`src/rtl/lcd_pkg.sv`:
```
// rtl/lcd_pkg.sv - shared states, LCD command bytes and init list for the phrase writer
package lcd_pkg;

  typedef enum logic [2:0] {
    POWERUP,
    INIT,
    IDLE,
    LINE_CMD,
    FETCH,
    DONE
  } state_t;

  typedef enum logic [1:0] {
    ST_IDLE,
    SETUP,
    EN_HIGH,
    WAIT
  } strobe_state_t;

  localparam logic [7:0] CMD_FUNC_SET = 8'h38;
  localparam logic [7:0] CMD_DISP_ON  = 8'h0C;
  localparam logic [7:0] CMD_ENTRY    = 8'h06;
  localparam logic [7:0] CMD_CLEAR    = 8'h01;
  localparam logic [7:0] CMD_LINE1    = 8'h80;
  localparam logic [7:0] CMD_LINE2    = 8'hC0;

  // Entry 0 is issued first; the clear must stay last so its long wait ends init.
  localparam int INIT_LEN = 4;
  localparam logic [1:0] INIT_LAST = 2'(INIT_LEN - 1);
  localparam logic [INIT_LEN-1:0][7:0] INIT_CMDS = {CMD_CLEAR, CMD_ENTRY, CMD_DISP_ON, CMD_FUNC_SET};

  function automatic logic is_clear(input logic rs, input logic [7:0] b);
    return (!rs) && (b == CMD_CLEAR);
  endfunction

endpackage

```
`src/rtl/lcd_phrase_writer_if.sv`:
```
// rtl/lcd_phrase_writer_if.sv - phrase ROM, LCD pin and control signals of the phrase writer
interface lcd_phrase_writer_if;

  logic       start;
  logic [4:0] rom_addr;
  logic [7:0] rom_data;
  logic       lcd_rs;
  logic       lcd_rw;
  logic       lcd_en;
  logic [7:0] lcd_data;
  logic       busy;
  logic       done;

  modport master (
    input  start, rom_data,
    output rom_addr, lcd_rs, lcd_rw, lcd_en, lcd_data, busy, done
  );

  modport slave (
    output start, rom_data,
    input  rom_addr, lcd_rs, lcd_rw, lcd_en, lcd_data, busy, done
  );

endinterface

```
`src/rtl/lcd_strobe.sv`:
```
// rtl/lcd_strobe.sv - one LCD bus transfer: setup cycle, enable pulse, post-transfer wait
module lcd_strobe
  import lcd_pkg::*;
#(
  parameter int unsigned EN_PULSE_CYCLES   = 25,
  parameter int unsigned CMD_WAIT_CYCLES   = 2500,
  parameter int unsigned CLEAR_WAIT_CYCLES = 100000
) (
  input  logic       clock,
  input  logic       reset_n,
  input  logic       req,
  input  logic [7:0] tx_byte,
  input  logic       tx_rs,
  input  logic       long_wait,
  output logic       ack,
  output logic       lcd_rs,
  output logic       lcd_en,
  output logic [7:0] lcd_data
);

  strobe_state_t st, st_d;
  logic [31:0]   cnt, cnt_d;
  logic [31:0]   wait_last;
  logic          long_q, long_q_d;
  logic          en_d, rs_d;
  logic [7:0]    data_d;

  always_ff @(posedge clock or negedge reset_n) begin
    if (!reset_n) begin
      st       <= ST_IDLE;
      cnt      <= '0;
      long_q   <= 1'b0;
      lcd_en   <= 1'b0;
      lcd_rs   <= 1'b0;
      lcd_data <= '0;
    end else begin
      st       <= st_d;
      cnt      <= cnt_d;
      long_q   <= long_q_d;
      lcd_en   <= en_d;
      lcd_rs   <= rs_d;
      lcd_data <= data_d;
    end
  end

  // Data and rs only load on acceptance, so they hold through the pulse and the whole wait.
  always_comb begin
    st_d      = st;
    cnt_d     = cnt;
    long_q_d  = long_q;
    en_d      = lcd_en;
    rs_d      = lcd_rs;
    data_d    = lcd_data;
    ack       = 1'b0;
    wait_last = long_q ? (CLEAR_WAIT_CYCLES - 1) : (CMD_WAIT_CYCLES - 1);
    case (st)
      ST_IDLE: begin
        if (req) begin
          data_d   = tx_byte;
          rs_d     = tx_rs;
          long_q_d = long_wait;
          st_d     = SETUP;
        end
      end
      SETUP: begin
        en_d  = 1'b1;
        cnt_d = '0;
        st_d  = EN_HIGH;
      end
      EN_HIGH: begin
        if (cnt == EN_PULSE_CYCLES - 1) begin
          en_d  = 1'b0;
          cnt_d = '0;
          st_d  = WAIT;
        end else begin
          cnt_d = cnt + 32'd1;
        end
      end
      WAIT: begin
        if (cnt == wait_last) begin
          ack   = 1'b1;
          cnt_d = '0;
          st_d  = ST_IDLE;
        end else begin
          cnt_d = cnt + 32'd1;
        end
      end
    endcase
  end

endmodule

```
`src/rtl/lcd_phrase_writer.sv`:
```
// rtl/lcd_phrase_writer.sv - runs LCD init, then copies the 32-byte phrase ROM onto both lines per start
module lcd_phrase_writer
  import lcd_pkg::*;
#(
  parameter int unsigned POWERUP_CYCLES    = 750000,
  parameter int unsigned EN_PULSE_CYCLES   = 25,
  parameter int unsigned CMD_WAIT_CYCLES   = 2500,
  parameter int unsigned CLEAR_WAIT_CYCLES = 100000
) (
  input  logic                clock,
  input  logic                reset_n,
  lcd_phrase_writer_if.master bus
);

  state_t      state, state_d;
  logic [31:0] pcnt, pcnt_d;
  logic [1:0]  init_idx, init_idx_d;
  logic [4:0]  char_idx, char_idx_d;
  logic        fetch_ready, fetch_ready_d;
  logic        busy_q, done_q;
  logic [4:0]  rom_addr_q;

  logic        req, tx_rs, long_wait, ack;
  logic [7:0]  tx_byte;
  logic        lcd_rs, lcd_en;
  logic [7:0]  lcd_data;

  lcd_strobe #(
    .EN_PULSE_CYCLES  (EN_PULSE_CYCLES),
    .CMD_WAIT_CYCLES  (CMD_WAIT_CYCLES),
    .CLEAR_WAIT_CYCLES(CLEAR_WAIT_CYCLES)
  ) u_strobe (
    .clock    (clock),
    .reset_n  (reset_n),
    .req      (req),
    .tx_byte  (tx_byte),
    .tx_rs    (tx_rs),
    .long_wait(long_wait),
    .ack      (ack),
    .lcd_rs   (lcd_rs),
    .lcd_en   (lcd_en),
    .lcd_data (lcd_data)
  );

  assign bus.rom_addr = rom_addr_q;
  assign bus.busy     = busy_q;
  assign bus.done     = done_q;
  assign bus.lcd_rs   = lcd_rs;
  assign bus.lcd_en   = lcd_en;
  assign bus.lcd_data = lcd_data;
  assign bus.lcd_rw   = 1'b0;

  // busy/done/rom_addr are registered from next-state values so they line up with the state.
  always_ff @(posedge clock or negedge reset_n) begin
    if (!reset_n) begin
      state       <= POWERUP;
      pcnt        <= '0;
      init_idx    <= '0;
      char_idx    <= '0;
      fetch_ready <= 1'b0;
      busy_q      <= 1'b0;
      done_q      <= 1'b0;
      rom_addr_q  <= '0;
    end else begin
      state       <= state_d;
      pcnt        <= pcnt_d;
      init_idx    <= init_idx_d;
      char_idx    <= char_idx_d;
      fetch_ready <= fetch_ready_d;
      busy_q      <= (state_d != IDLE);
      done_q      <= (state_d == DONE);
      rom_addr_q  <= char_idx_d;
    end
  end

  always_comb begin
    state_d       = state;
    pcnt_d        = pcnt;
    init_idx_d    = init_idx;
    char_idx_d    = char_idx;
    fetch_ready_d = fetch_ready;
    req           = 1'b0;
    tx_byte       = 8'h00;
    tx_rs         = 1'b0;
    case (state)
      POWERUP: begin
        if (pcnt == POWERUP_CYCLES - 1) begin
          pcnt_d     = '0;
          init_idx_d = '0;
          state_d    = INIT;
        end else begin
          pcnt_d = pcnt + 32'd1;
        end
      end
      INIT: begin
        req     = 1'b1;
        tx_byte = INIT_CMDS[init_idx];
        if (ack) begin
          if (init_idx == INIT_LAST) state_d = IDLE;
          else init_idx_d = init_idx + 2'd1;
        end
      end
      IDLE: begin
        if (bus.start) begin
          char_idx_d = '0;
          state_d    = LINE_CMD;
        end
      end
      LINE_CMD: begin
        req     = 1'b1;
        tx_byte = (char_idx == 5'd0) ? CMD_LINE1 : CMD_LINE2;
        if (ack) begin
          fetch_ready_d = 1'b0;
          state_d       = FETCH;
        end
      end
      FETCH: begin
        // First cycle lets the ROM register rom_addr; rom_data is valid on the second.
        if (fetch_ready) begin
          req     = 1'b1;
          tx_byte = bus.rom_data;
          tx_rs   = 1'b1;
        end else begin
          fetch_ready_d = 1'b1;
        end
        if (ack) begin
          fetch_ready_d = 1'b0;
          char_idx_d    = char_idx + 5'd1;
          if (char_idx == 5'd15)      state_d = LINE_CMD;
          else if (char_idx == 5'd31) state_d = DONE;
          else                        state_d = FETCH;
        end
      end
      DONE: begin
        state_d = IDLE;
      end
      default: begin
        state_d = POWERUP;
      end
    endcase
    long_wait = is_clear(tx_rs, tx_byte);
  end

endmodule

```
`src/flat_wrapper.sv`:
```
// flat-port wrapper written by rule: the top's interface ports become plain ports
module lcd_phrase_writer_flat import lcd_pkg::*;
#(
  parameter int unsigned POWERUP_CYCLES    = 750000,
  parameter int unsigned EN_PULSE_CYCLES   = 25,
  parameter int unsigned CMD_WAIT_CYCLES   = 2500,
  parameter int unsigned CLEAR_WAIT_CYCLES = 100000
)
  (clock, reset_n, bus_start, bus_rom_data, bus_rom_addr, bus_lcd_rs, bus_lcd_rw, bus_lcd_en, bus_lcd_data, bus_busy, bus_done);
  lcd_phrase_writer_if bus_i ();
  input  logic clock;
  input  logic reset_n;
  input wire logic [$bits(bus_i.start)-1:0] bus_start;
  input wire logic [$bits(bus_i.rom_data)-1:0] bus_rom_data;
  output wire logic [$bits(bus_i.rom_addr)-1:0] bus_rom_addr;
  output wire logic [$bits(bus_i.lcd_rs)-1:0] bus_lcd_rs;
  output wire logic [$bits(bus_i.lcd_rw)-1:0] bus_lcd_rw;
  output wire logic [$bits(bus_i.lcd_en)-1:0] bus_lcd_en;
  output wire logic [$bits(bus_i.lcd_data)-1:0] bus_lcd_data;
  output wire logic [$bits(bus_i.busy)-1:0] bus_busy;
  output wire logic [$bits(bus_i.done)-1:0] bus_done;
  assign bus_i.start = bus_start;
  assign bus_i.rom_data = bus_rom_data;
  assign bus_rom_addr = bus_i.rom_addr;
  assign bus_lcd_rs = bus_i.lcd_rs;
  assign bus_lcd_rw = bus_i.lcd_rw;
  assign bus_lcd_en = bus_i.lcd_en;
  assign bus_lcd_data = bus_i.lcd_data;
  assign bus_busy = bus_i.busy;
  assign bus_done = bus_i.done;
  lcd_phrase_writer #(.POWERUP_CYCLES(POWERUP_CYCLES), .EN_PULSE_CYCLES(EN_PULSE_CYCLES), .CMD_WAIT_CYCLES(CMD_WAIT_CYCLES), .CLEAR_WAIT_CYCLES(CLEAR_WAIT_CYCLES)) u_core (.clock(clock), .reset_n(reset_n), .bus(bus_i));
endmodule
```
`config.mk`:
```
export PLATFORM = sky130hd
export DESIGN_NAME = lcd_phrase_writer_flat
export DESIGN_NICKNAME = d
export VERILOG_FILES = /design/src/rtl/lcd_pkg.sv /design/src/rtl/lcd_phrase_writer_if.sv /design/src/rtl/lcd_strobe.sv /design/src/rtl/lcd_phrase_writer.sv /design/src/flat_wrapper.sv
export SDC_FILE = /design/constraint.sdc
export NUM_CORES = 1
export LEC_CHECK = 0
export ABC_AREA = 1
export BUFFER_PORTS_ARGS = -buffer_cell sky130_fd_sc_hd__buf_2
export CAP_MARGIN = 15
export CORE_AREA = 2 2 116 118
export DETAILED_ROUTE_END_ITERATION = 12
export DIE_AREA = 0 0 118 120
export PLACE_DENSITY = 0.71
export SLEW_MARGIN = 20
export SYNTH_ARGS = -nofsm -noshare
export SYNTH_HDL_FRONTEND = slang
export SYNTH_SLANG_ARGS = --single-unit
export TNS_END_PERCENT = 30
```
`constraint.sdc`:
```
create_clock -name clock -period 1.8 [get_ports clock]
set_input_delay 0 -clock clock [delete_from_list [all_inputs] [get_ports clock]]
set_output_delay 0 -clock clock [all_outputs]
set_load 0.005 [all_outputs]
```
==> results of run 1 <==
power by group:
group / leakage (nW) / internal, W / switching [W]
sequential: 1.18 / 0.00202 / 0
combinational: 1.89 / 0.0000167 / 0.0000434
clock: 0.149 / 0.00110 / 0.000873
cells by family after synthesis:
family | after synthesis | share of synthesized area (%)
other | 1 | 0.0661
adder cells (fa/ha/maj) | 15 | 3.31
AND/OR/NAND/NOR | 427 | 33.3
AO/OA/AOI/OAI | 89 | 8.98
XOR/XNOR | 38 | 5.87
flip-flops | 90 | 39.7
buffers and inverters | 115 | 8.36
multiplexers | 2 | 0.397
state kept, by name, indices dropped and copies added, names as in the netlist:
name                      count
u_core.u_strobe.lcd_data      8
u_core.init_idx               2
u_core.u_strobe.long_q        1
u_core.bus.busy               1
u_core.u_strobe.lcd_en        1
u_core.state                  3
u_core.fetch_ready            1
u_core.bus.done               1
u_core.char_idx               5
u_core.u_strobe.st            2
u_core.u_strobe.lcd_rs        1
u_core.pcnt                  32
u_core.u_strobe.cnt          32
synth_stat cells, drive strengths merged (4+ instances only):
master  number
xnor2        6
or2          4
inv         98
o21ai       57
nand4       19
nor4         6
xor2        32
a21oi       22
nor3        27
buf         10
dfrtp       90
ha          15
nand3       59
nor2       111
nand2      195
clkbuf       7
metrics by stage:
stage                     total power, W  hold slack, ns  area [um2]
after floorplan                  0.00206          -0.296        5670
after global placement           0.00212        -0.00786        6340
after detailed placement         0.00212        -0.00903        6340
after CTS                        0.00409         0.00987        6660
after global routing             0.00418          0.0508        6990
final                            0.00405          0.0150        6990
tightest hold or removal path: stages:
cell and delay (ns):
buf_2 0.08, nand3_1 0.06, o21ai_0 0.06, mux2_2 0.14
final timing paths:
kind                       cells past startpoint                               startpoint  slack (ns)                                       to
min                                            4                          bus_rom_data[4]        0.01  u_core.u_strobe.lcd_data[4]$_DFFE_PN0P_
max in group asynchronous                      3                                  reset_n        1.08              u_core.pcnt[25]$_DFFE_PN0N_
min in group asynchronous                      2                                  reset_n        0.15      u_core.u_strobe.cnt[30]$_DFFE_PN0P_
max reg2reg                                   11       u_core.u_strobe.cnt[0]$_DFFE_PN0P_        0.06       u_core.u_strobe.cnt[0]$_DFFE_PN0P_
max                                           11       u_core.u_strobe.cnt[0]$_DFFE_PN0P_        0.06       u_core.u_strobe.cnt[0]$_DFFE_PN0P_
min reg2reg                                    1  u_core.u_strobe.lcd_data[6]$_DFFE_PN0P_        0.49  u_core.u_strobe.lcd_data[6]$_DFFE_PN0P_
what timing repair did:
| action | in CTS | in global routing |
|---|---|---|
| hold buffers | 1 | 0 |
| gates resized for setup | 0 | 62 |
| endpoints found under the hold margin | 63 | 0 |
| endpoints found under the setup margin | 0 | 61 |
| buffers inserted | 0 | 5 |
layer usage:
| metal | part of all wire [%] | vias up | track usage (%) |
|---|---|---|---|
| met1 | 47 | 2464 | 26.4 |
| met5 | 0 | - | 0 |
| met2 | 47 | 125 | 32.2 |
| met4 | 1.4 | 0 | 7.45 |
| met3 | 4.6 | 13 | 3.47 |
| li1 | - | 2664 | - |
cell type report:
type	count	area, um2	area share [%]
Sequential cell	90	2260	32.4
Clock inverter	7	83.8	1.20
Tap cell	176	220	3.15
Clock buffer	9	225	3.22
Multi-Input combinational cell	572	3140	44.9
Inverter	98	368	5.26
Timing Repair Buffer	88	692	9.90
==> results.py, run 1 <==
metrics = {
    "run_status": {
        "status": "completed",
    },
    "cells_and_area": {
        "drive_above_1_share_pct": 21.1,
        "final_core_util_pct": 53.8,
        "stdcell_count": 1040,
        "syn_to_final_growth_pct": 23.2,
        "n_fill_cell": 1238,
        "nNetsFinal": 885,
        "final_common_cell": "nand2_1",
        "final_cell_mix": "187 x nand2_1, 95 x inv_1, 87 x nor2_1",
        "antenna_cells": 0,
    },
    "placed_design": {
        "dp_slack_ns": 0.0437,
        "hpwl_mm": 10.1,
        "dp.cells": 1014,
        "place_congestion": 0.925,
        "buffer_ports.inserted": 27,
    },
    "global_route": {
        "grt_max_degree": 36,
        "grt_overflow": 0,
        "grt_pass1_vias": 4981,
        "antenna_found_initial": 0,
        "grt_pass1_wl_mm": 22.9,
        "grt.total_usage_pct": 19.8,
    },
    "worst_setup_path": {
        "path_cells": "buf_4, inv_1, ha_1, nand3_1, nor2_2, nand2_1, nand2_2, nand2_4, nand2_8, clkbuf_16, a21oi_1",
        "required_ns": 2.04,
        "crit_path_start_kind": "flop",
        "crit_path_end_kind": "flop",
        "cp_top_family": "simple AND/OR/NAND/NOR gates",
        "cp_slowest_cell": "dfrtp_1",
        "path_class": "flop to flop",
        "arrival_ns": 1.98,
        "cp.buffers_inverters": 3,
        "max_stage_delay_ns": 0.40,
        "crit_fanout": 6,
    },
    "power": {
        "p_leak_nw": 3.21,
        "ir_drop_uv": 467,
        "power_density_nw_per_um2": 580,
    },
    "yosys": {
        "syn_inst": 777,
        "yosys.area.top_type_share_pct": 39.7,
        "yosys.cell_types.count": 43,
        "yosysTopAreaCell": "dfrtp_1",
        "synth_area_leaders": "dfrtp_1 40%, nand2_1 13%, nor2_1 6.8%",
        "syn_area_per_cell_um2": 7.30,
        "ys.flop_type": "dfrtp_1",
        "synth-seq-cells": 90,
        "synth_edf_count": 0,
        "synth_seq_area_share_pct": 39.7,
        "yosysWarnings": 0,
        "synthesis.area_um2": 5670,
        "synthArstFlopShare_pct": 100,
        "synth_nets": 803,
    },
    "sta": {
        "fin_ws_ns": 0.0628,
        "final_hold_viol_count": 0,
        "worst_clock_skew_ns": 0.0100,
        "period_minus_slack_ns": 1.74,
        "drv_slew": 0,
        "setup_viol": 0,
        "maxSlewHeadroom_pct": 65.1,
        "rsz0062_at_grt": "true",
        "timing.final.crit_share_pct": 96.5,
        "fmax_mhz": 576,
        "timing.setup.tns_ns": 0,
        "tightest_slew_ns": 0.519,
    },
    "floorplan": {
        "die_w_um": 118,
        "coreArea_um2": 13000,
        "pin_count": 29,
        "fp.dieH_um": 120,
        "dieArea_um2": 14200,
        "start_util_pct": 43.7,
        "row_count": 42,
    },
    "clock_tree": {
        "cts_max_path_buffers": 2,
        "cts_root_buf": "clkbuf_16",
        "clock_sinks": 90,
        "ctsHtreeMaxLevel": 3,
        "worstSkewPairLatency_ns": 0.35,
        "clkTransAtPathRegs_ns": 0.07,
        "cts-buffers-inserted": 9,
        "cts_tree": "done",
    },
    "routing": {
        "ant_nets": 0,
        "drtIter0Drc": 319,
        "drc_errors": 0,
        "wl_mm": 13.9,
        "wl_per_cell_um": 13.3,
        "via_per_inst": 5.06,
        "vias": 5266,
        "drtPass1Iterations": 6,
    },
    "worst_hold_path": {
        "min_path_type": "input pin to flop",
    },
    "job": {
        "cap_violations": 0,
    },
}
Note: power is estimated with default switching activity, not from simulation.
==> run 2: changes to the inputs <==
- RECOVER_POWER: default -> 50
==> results.py, run 2 (synthesized netlist as in run 1, its figures left out) <==
metrics = {
    "run_status": {
        "status": "completed",
    },
    "worst_setup_path": {
        "critPathCapture": "u_core.u_strobe.cnt[23]$_DFFE_PN0P_",
        "cp_top_family": "simple AND/OR/NAND/NOR gates",
        "critPathMostFrequentCell": "nand2_2",
        "crit_path_end_kind": "flop",
        "reg2reg_depth": 11,
        "rr_endpoint": "u_core.u_strobe.cnt[23]$_DFFE_PN0P_",
        "cp_slowest_cell": "dfrtp_2",
        "crit_start": "u_core.u_strobe.long_q$_DFFE_PN0P_",
        "regToRegStartpoint": "u_core.u_strobe.long_q$_DFFE_PN0P_",
        "path_cells": "inv_1, nand2_1, nor2_1, nor2_2, nor2_4, nand2_2, nand2_2, nand2_4, nand2_8, clkbuf_16, o21ai_0",
        "rrSetupSlack_ns": 0.06,
        "crit_cells": 11,
        "arrival_ns": 1.98,
        "crit_path_start_kind": "flop",
        "required_ns": 2.04,
        "path_class": "flop to flop",
        "crit_fanout": 6,
        "cp.buffers_inverters": 2,
        "max_stage_delay_ns": 0.46,
    },
    "routing": {
        "wl_per_cell_um": 13.3,
        "via_per_inst": 5.06,
        "drtIter0Drc": 319,
        "wl_mm": 13.8,
        "drc_errors": 0,
        "vias": 5263,
        "drtPass1Iterations": 6,
        "ant_nets": 0,
    },
    "power": {
        "p_total_w": 0.00405,
        "power_density_nw_per_um2": 581,
        "p_leak_nw": 3.21,
        "ir_drop_uv": 467,
    },
    "cells_and_area": {
        "antenna_cells": 0,
        "final-seq-area_um2": 2260,
        "final_common_cell": "nand2_1",
        "post-route-cell-area_um2": 6980,
        "final_cell_mix": "187 x nand2_1, 95 x inv_1, 87 x nor2_1",
        "n_fill_cell": 1241,
        "syn_to_final_growth_pct": 23.1,
        "reg_top3": "u_core.pcnt (32), u_core.u_strobe.cnt (32), u_core.u_strobe.lcd_data (8)",
        "multi_input_area_um2": 3140,
        "drive_above_1_share_pct": 21.1,
        "nNetsFinal": 885,
    },
    "sta": {
        "rsz0062_at_grt": "true",
        "drv_slew": 0,
        "final_hold_viol_count": 0,
        "tightest_slew_ns": 0.934,
        "timing.setup.tns_ns": 0,
        "timing.final.crit_share_pct": 96.6,
        "fmax_mhz": 575,
        "worst_clock_skew_ns": 0.0101,
        "setup_viol": 0,
        "fin_ws_ns": 0.0604,
        "period_minus_slack_ns": 1.74,
        "maxSlewHeadroom_pct": 37.8,
    },
    "placed_design": {
        "place_congestion": 0.925,
        "postPlaceCellArea_um2": 6340,
        "buffer_ports.inserted": 27,
        "dp_slack_ns": 0.0437,
        "hpwl_mm": 10.1,
    },
    "clock_tree": {
        "cts_max_path_buffers": 2,
        "cts-buffers-inserted": 9,
        "ctsHtreeMaxLevel": 3,
        "worstSkewPairLatency_ns": 0.35,
        "cts_tree": "done",
        "cts_root_buf": "clkbuf_16",
        "clkTransAtPathRegs_ns": 0.07,
        "clock_sinks": 90,
    },
    "floorplan": {
        "dieArea_um2": 14200,
        "coreArea_um2": 13000,
        "row_count": 42,
        "pin_count": 29,
        "start_util_pct": 43.7,
        "die_w_um": 118,
        "fp.dieH_um": 120,
    },
    "global_route": {
        "grt.total_usage_pct": 19.8,
        "grt_pass1_vias": 4981,
        "grt_overflow": 0,
        "grt_pass1_wl_mm": 22.9,
        "grt_max_degree": 36,
        "antenna_found_initial": 0,
    },
    "worst_hold_path": {
        "min_path_type": "input pin to flop",
        "hold_path.startpoint": "bus_rom_data[4]",
    },
    "job": {
        "cap_violations": 0,
    },
}
==> run 2: worst min-delay path: cells and delay by family <==
family,cells,cell delay (ns)
mux,1,0.14
compound gates,1,0.06
simple gates,1,0.06
buf+inv,1,0.08
==> run 2: worst min-delay path by stage <==
stage	endpoint	depth (start not counted)	slack [ns]
final	u_core.u_strobe.lcd_data[4]$_DFFE_PN0P_	4	0.01
after global routing	u_core.u_strobe.lcd_data[4]$_DFFE_PN0P_	4	0.05
after floorplan	u_core.bus.busy$_DFF_PN0_	0	-0.30
after detailed placement	u_core.u_strobe.cnt[23]$_DFFE_PN0P_	1	-0.009
after global placement	u_core.u_strobe.cnt[23]$_DFFE_PN0P_	1	-0.008
after CTS	u_core.u_strobe.lcd_data[4]$_DFFE_PN0P_	4	0.01
==> run 2: power breakdown <==
| part | internal, W | switching, W |
|---|---|---|
| clock network | 0.00110 | 0.000874 |
| registers | 0.00202 | 0 |
| logic | 0.0000147 | 0.0000433 |
| total | 0.00314 | 0.000917 |
==> run 2: layout make-up <==
class,count,area share [%]
timing repair buffer,88,9.80
multi-input combinational,572,44.9
tap,176,3.15
clock buffer,9,3.23
inverter,98,5.27
sequential,90,32.4
clock inverter,7,1.20
==> run 2: timing repair <==
action                                  4_1_cts  5_1_grt
buffers inserted                              0        5
endpoints found under the hold margin        63        0
hold buffers                                  1        0
endpoints found under the setup margin        0       61
resized for setup                             0       62
==> run 2: per-layer routing <==
| metal | global-route usage (%) | up-vias | wire length (um) |
|---|---|---|---|
| met2 | 32.2 | 122 | 6530 |
| li1 | - | 2665 | - |
| met3 | 3.47 | 13 | 647 |
| met4 | 7.45 | 0 | 192 |
| met1 | 26.4 | 2463 | 6470 |
| met5 | 0 | - | 0 |
==> run 2: metrics by stage <==
stage / utilization [%] / hold WS, ns / std cells
2_1_floorplan: - / -0.296 / 777
3_3_place_gp: 48.9 / -0.00786 / 1014
3_5_place_dp: 48.9 / -0.00903 / 1014
4_1_cts: 51.3 / 0.00987 / 1031
5_1_grt: 53.8 / 0.0508 / 1040
6_report: 53.8 / 0.0149 / 1040
==> run 3: changes to the inputs <==
- ABC_AREA: 1 -> default
- BUFFER_PORTS_ARGS: -buffer_cell sky130_fd_sc_hd__buf_2 -> -buffer_cell sky130_fd_sc_hd__buf_4
- CORE_AREA: 2 2 116 118 -> 2 2 110 112
- DIE_AREA: 0 0 118 120 -> 0 0 112 114
- GPL_TIMING_DRIVEN: default -> 0
==> results.py, run 3 <==
metrics = {
    "routing": {
        "vias": 4701,
        "drtIter0Drc": 292,
        "ant_nets": 0,
        "drtPass1Iterations": 4,
        "wl_mm": 14.0,
        "drc_errors": 0,
        "wl_per_cell_um": 17.6,
        "via_per_inst": 5.91,
    },
    "floorplan": {
        "row_count": 40,
        "fp.dieH_um": 114,
        "start_util_pct": 44.0,
        "pin_count": 29,
        "coreArea_um2": 11700,
        "die_w_um": 112,
        "dieArea_um2": 12800,
    },
    "yosys": {
        "synth_edf_count": 0,
        "synth_common_cells": "90 x dfrtp_1, 80 x nand2_1, 52 x nor2_1",
        "synth-seq-cells": 90,
        "ys.flop_type": "dfrtp_1",
        "syn_inst": 574,
        "syn_area_per_cell_um2": 8.97,
        "yosysTopAreaCell": "dfrtp_1",
        "synthesis.area_um2": 5150,
        "yosysWarnings": 0,
        "yosys.cell_types.count": 64,
        "synthArstFlopShare_pct": 100,
        "synth_nets": 600,
        "yosys.area.top_type_share_pct": 43.7,
        "synth.most_common_cell": "dfrtp_1",
        "synth_seq_area_share_pct": 43.7,
        "synth_area_leaders": "dfrtp_1 44%, nand2_1 5.8%, nor2_1 3.8%",
    },
    "sta": {
        "final_hold_viol_count": 0,
        "fin_ws_ns": -0.550,
        "worst_clock_skew_ns": 0.00830,
        "fmax_mhz": 426,
        "maxSlewHeadroom_pct": 15.5,
        "setup_viol": 54,
        "timing.setup.tns_ns": -20.22,
        "period_minus_slack_ns": 2.35,
        "tightest_slew_ns": 1.27,
        "drv_slew": 0,
        "timing.final.crit_share_pct": 131,
        "rsz0062_at_grt": "true",
    },
    "global_route": {
        "grt_pass1_wl_mm": 22.9,
        "grt.total_usage_pct": 22.4,
        "grt_pass1_vias": 4671,
        "grt_overflow": 0,
        "antenna_found_initial": 0,
        "grt_max_degree": 91,
    },
    "worst_setup_path": {
        "regToRegStartpoint": "u_core.u_strobe.cnt[25]$_DFFE_PN0P_",
        "rrSetupSlack_ns": -0.55,
        "crit_path_end_kind": "flop",
        "required_ns": 2.02,
        "path_class": "flop to flop",
        "max_stage_delay_ns": 0.60,
        "path_cells": "nor4_4, nand3_1, or4_4, and2_4, buf_6, nor2_4, buf_8, o221ai_1",
        "rr_endpoint": "u_core.u_strobe.cnt[5]$_DFFE_PN0P_",
        "reg2reg_depth": 8,
        "crit_fanout": 10,
        "crit_path_start_kind": "flop",
        "arrival_ns": 2.57,
        "cp_slowest_cell": "or4_4",
    },
    "power": {
        "p_total_w": 0.00404,
        "p_leak_nw": 2.90,
        "ir_drop_uv": 464,
        "power_density_nw_per_um2": 616,
    },
    "worst_hold_path": {
        "hold_end": "u_core.u_strobe.lcd_data[7]$_DFFE_PN0P_",
        "hold_path.startpoint": "bus_rom_data[7]",
        "min_path_type": "input pin to flop",
        "hold_depth": 4,
    },
    "cells_and_area": {
        "final_cell_mix": "80 x dfrtp_1, 78 x nand2_1, 48 x nor2_1",
        "final-seq-area_um2": 2260,
        "final_common_cell": "dfrtp_1",
        "drive_above_1_share_pct": 25.6,
        "syn_to_final_growth_pct": 27.1,
        "final_core_util_pct": 55.9,
        "nNetsFinal": 670,
        "reg_top3": "u_core.pcnt (32), u_core.u_strobe.cnt (32), u_core.u_strobe.lcd_data (8)",
        "multi_input_area_um2": 3040,
        "post-route-cell-area_um2": 6550,
        "antenna_cells": 0,
        "n_fill_cell": 1018,
    },
    "clock_tree": {
        "clock_sinks": 90,
        "worstSkewPairLatency_ns": 0.36,
        "clkTransAtPathRegs_ns": 0.06,
        "cts_max_path_buffers": 2,
        "cts_tree": "done",
        "cts-buffers-inserted": 9,
        "cts_root_buf": "clkbuf_16",
        "ctsHtreeMaxLevel": 3,
    },
    "run_status": {
        "violations": "setup timing",
        "status": "finished, violations left",
    },
    "job": {
        "cap_violations": 0,
    },
    "placed_design": {
        "place_congestion": 0.904,
        "dp_slack_ns": -0.940,
        "hpwl_mm": 9.00,
        "postPlaceCellArea_um2": 5580,
        "buffer_ports.inserted": 27,
    },
}
## run 3: cell types whose count changed in the layout (fill, tap and decap cells not counted), sizes merged, moves of 16 or more
cell    delta
nor2      -58
nand3     -23
nand2    -115
inv       -80
xor2      -16
buf       -33
clkbuf    +25
o21ai     -23
## run 3: worst max-delay path: cells and delay by family (launching register included)
kind,cells,cell delay [ns]
AOI/OAI and AO/OA,1,0.12
buffers and inverters,2,0.27
DFF,1,0.43
and+or+nand+nor,5,1.38
## run 3: how the worst max path moves through the flow
stage | from | end | slack, ns | cells after the start
4_1_cts | u_core.u_strobe.cnt[25]$_DFFE_PN0P_ | u_core.u_strobe.st[1]$_DFFE_PN0P_ | -0.48 | 6
2_1_floorplan | u_core.u_strobe.cnt[4]$_DFFE_PN0P_ | u_core.u_strobe.st[1]$_DFFE_PN0P_ | -0.46 | 7
3_5_place_dp | u_core.u_strobe.cnt[0]$_DFFE_PN0P_ | u_core.u_strobe.cnt[5]$_DFFE_PN0P_ | -0.94 | 8
3_3_place_gp | u_core.u_strobe.cnt[0]$_DFFE_PN0P_ | u_core.u_strobe.cnt[5]$_DFFE_PN0P_ | -0.82 | 8
6_report | u_core.u_strobe.cnt[25]$_DFFE_PN0P_ | u_core.u_strobe.cnt[5]$_DFFE_PN0P_ | -0.55 | 8
5_1_grt | u_core.u_strobe.cnt[20]$_DFFE_PN0P_ | u_core.u_strobe.cnt[5]$_DFFE_PN0P_ | -0.61 | 8
## run 3: where the power goes
group / switching (W) / leakage, nW / internal, W
Sequential: 0 / 1.18 / 0.00202
Clock: 0.000861 / 0.135 / 0.00108
Combinational: 0.0000480 / 1.59 / 0.0000262
Total: 0.000909 / 2.90 / 0.00313
## run 3: cell families after synthesis
kind of cell               count (synthesis)  synth area share (%)
and+or+nand+nor                          276                  27.4
AOI/OAI and AO/OA                         98                  12.9
DFF                                       90                  43.7
buffers and inverters                     47                  3.89
xor gates and xnor gates                  30                  5.10
muxes                                     17                  3.35
adders and majority gates                 15                  3.64
other                                      1                0.0728
## run 3: metrics by stage
step | hold slack (ns) | cells
global placement | 0.299 | 748
floorplan | -0.296 | 574
finish | 0.00576 | 796
global route | 0.0460 | 796
detailed placement | 0.145 | 748
CTS | 0.0134 | 791
## run 3: repair_timing
item	4_1_cts	5_1_grt
gates resized for setup	79	40
endpoints found under the setup margin	85	82
endpoints found under the hold margin	97	0
hold buffers	8	0
buffers inserted	24	6
pin swaps	21	12
## run 3: cell type report
type | instances | area share, %
Clock buffer | 10 | 3.50
Sequential cell | 90 | 34.6
Multi-Input combinational cell | 437 | 46.5
Buffer | 21 | 2.54
Clock inverter | 6 | 1.01
Tap cell | 147 | 2.81
Timing Repair Buffer | 65 | 7.93
Inverter | 20 | 1.15
## run 3: routing by layer
metal	wire [um]	vias to the layer above	GRT usage, %
met5	0	-	0
met4	275	0	9.02
met3	721	23	4.36
met2	6800	150	35.8
met1	6240	2322	30.2
li1	-	2206	-
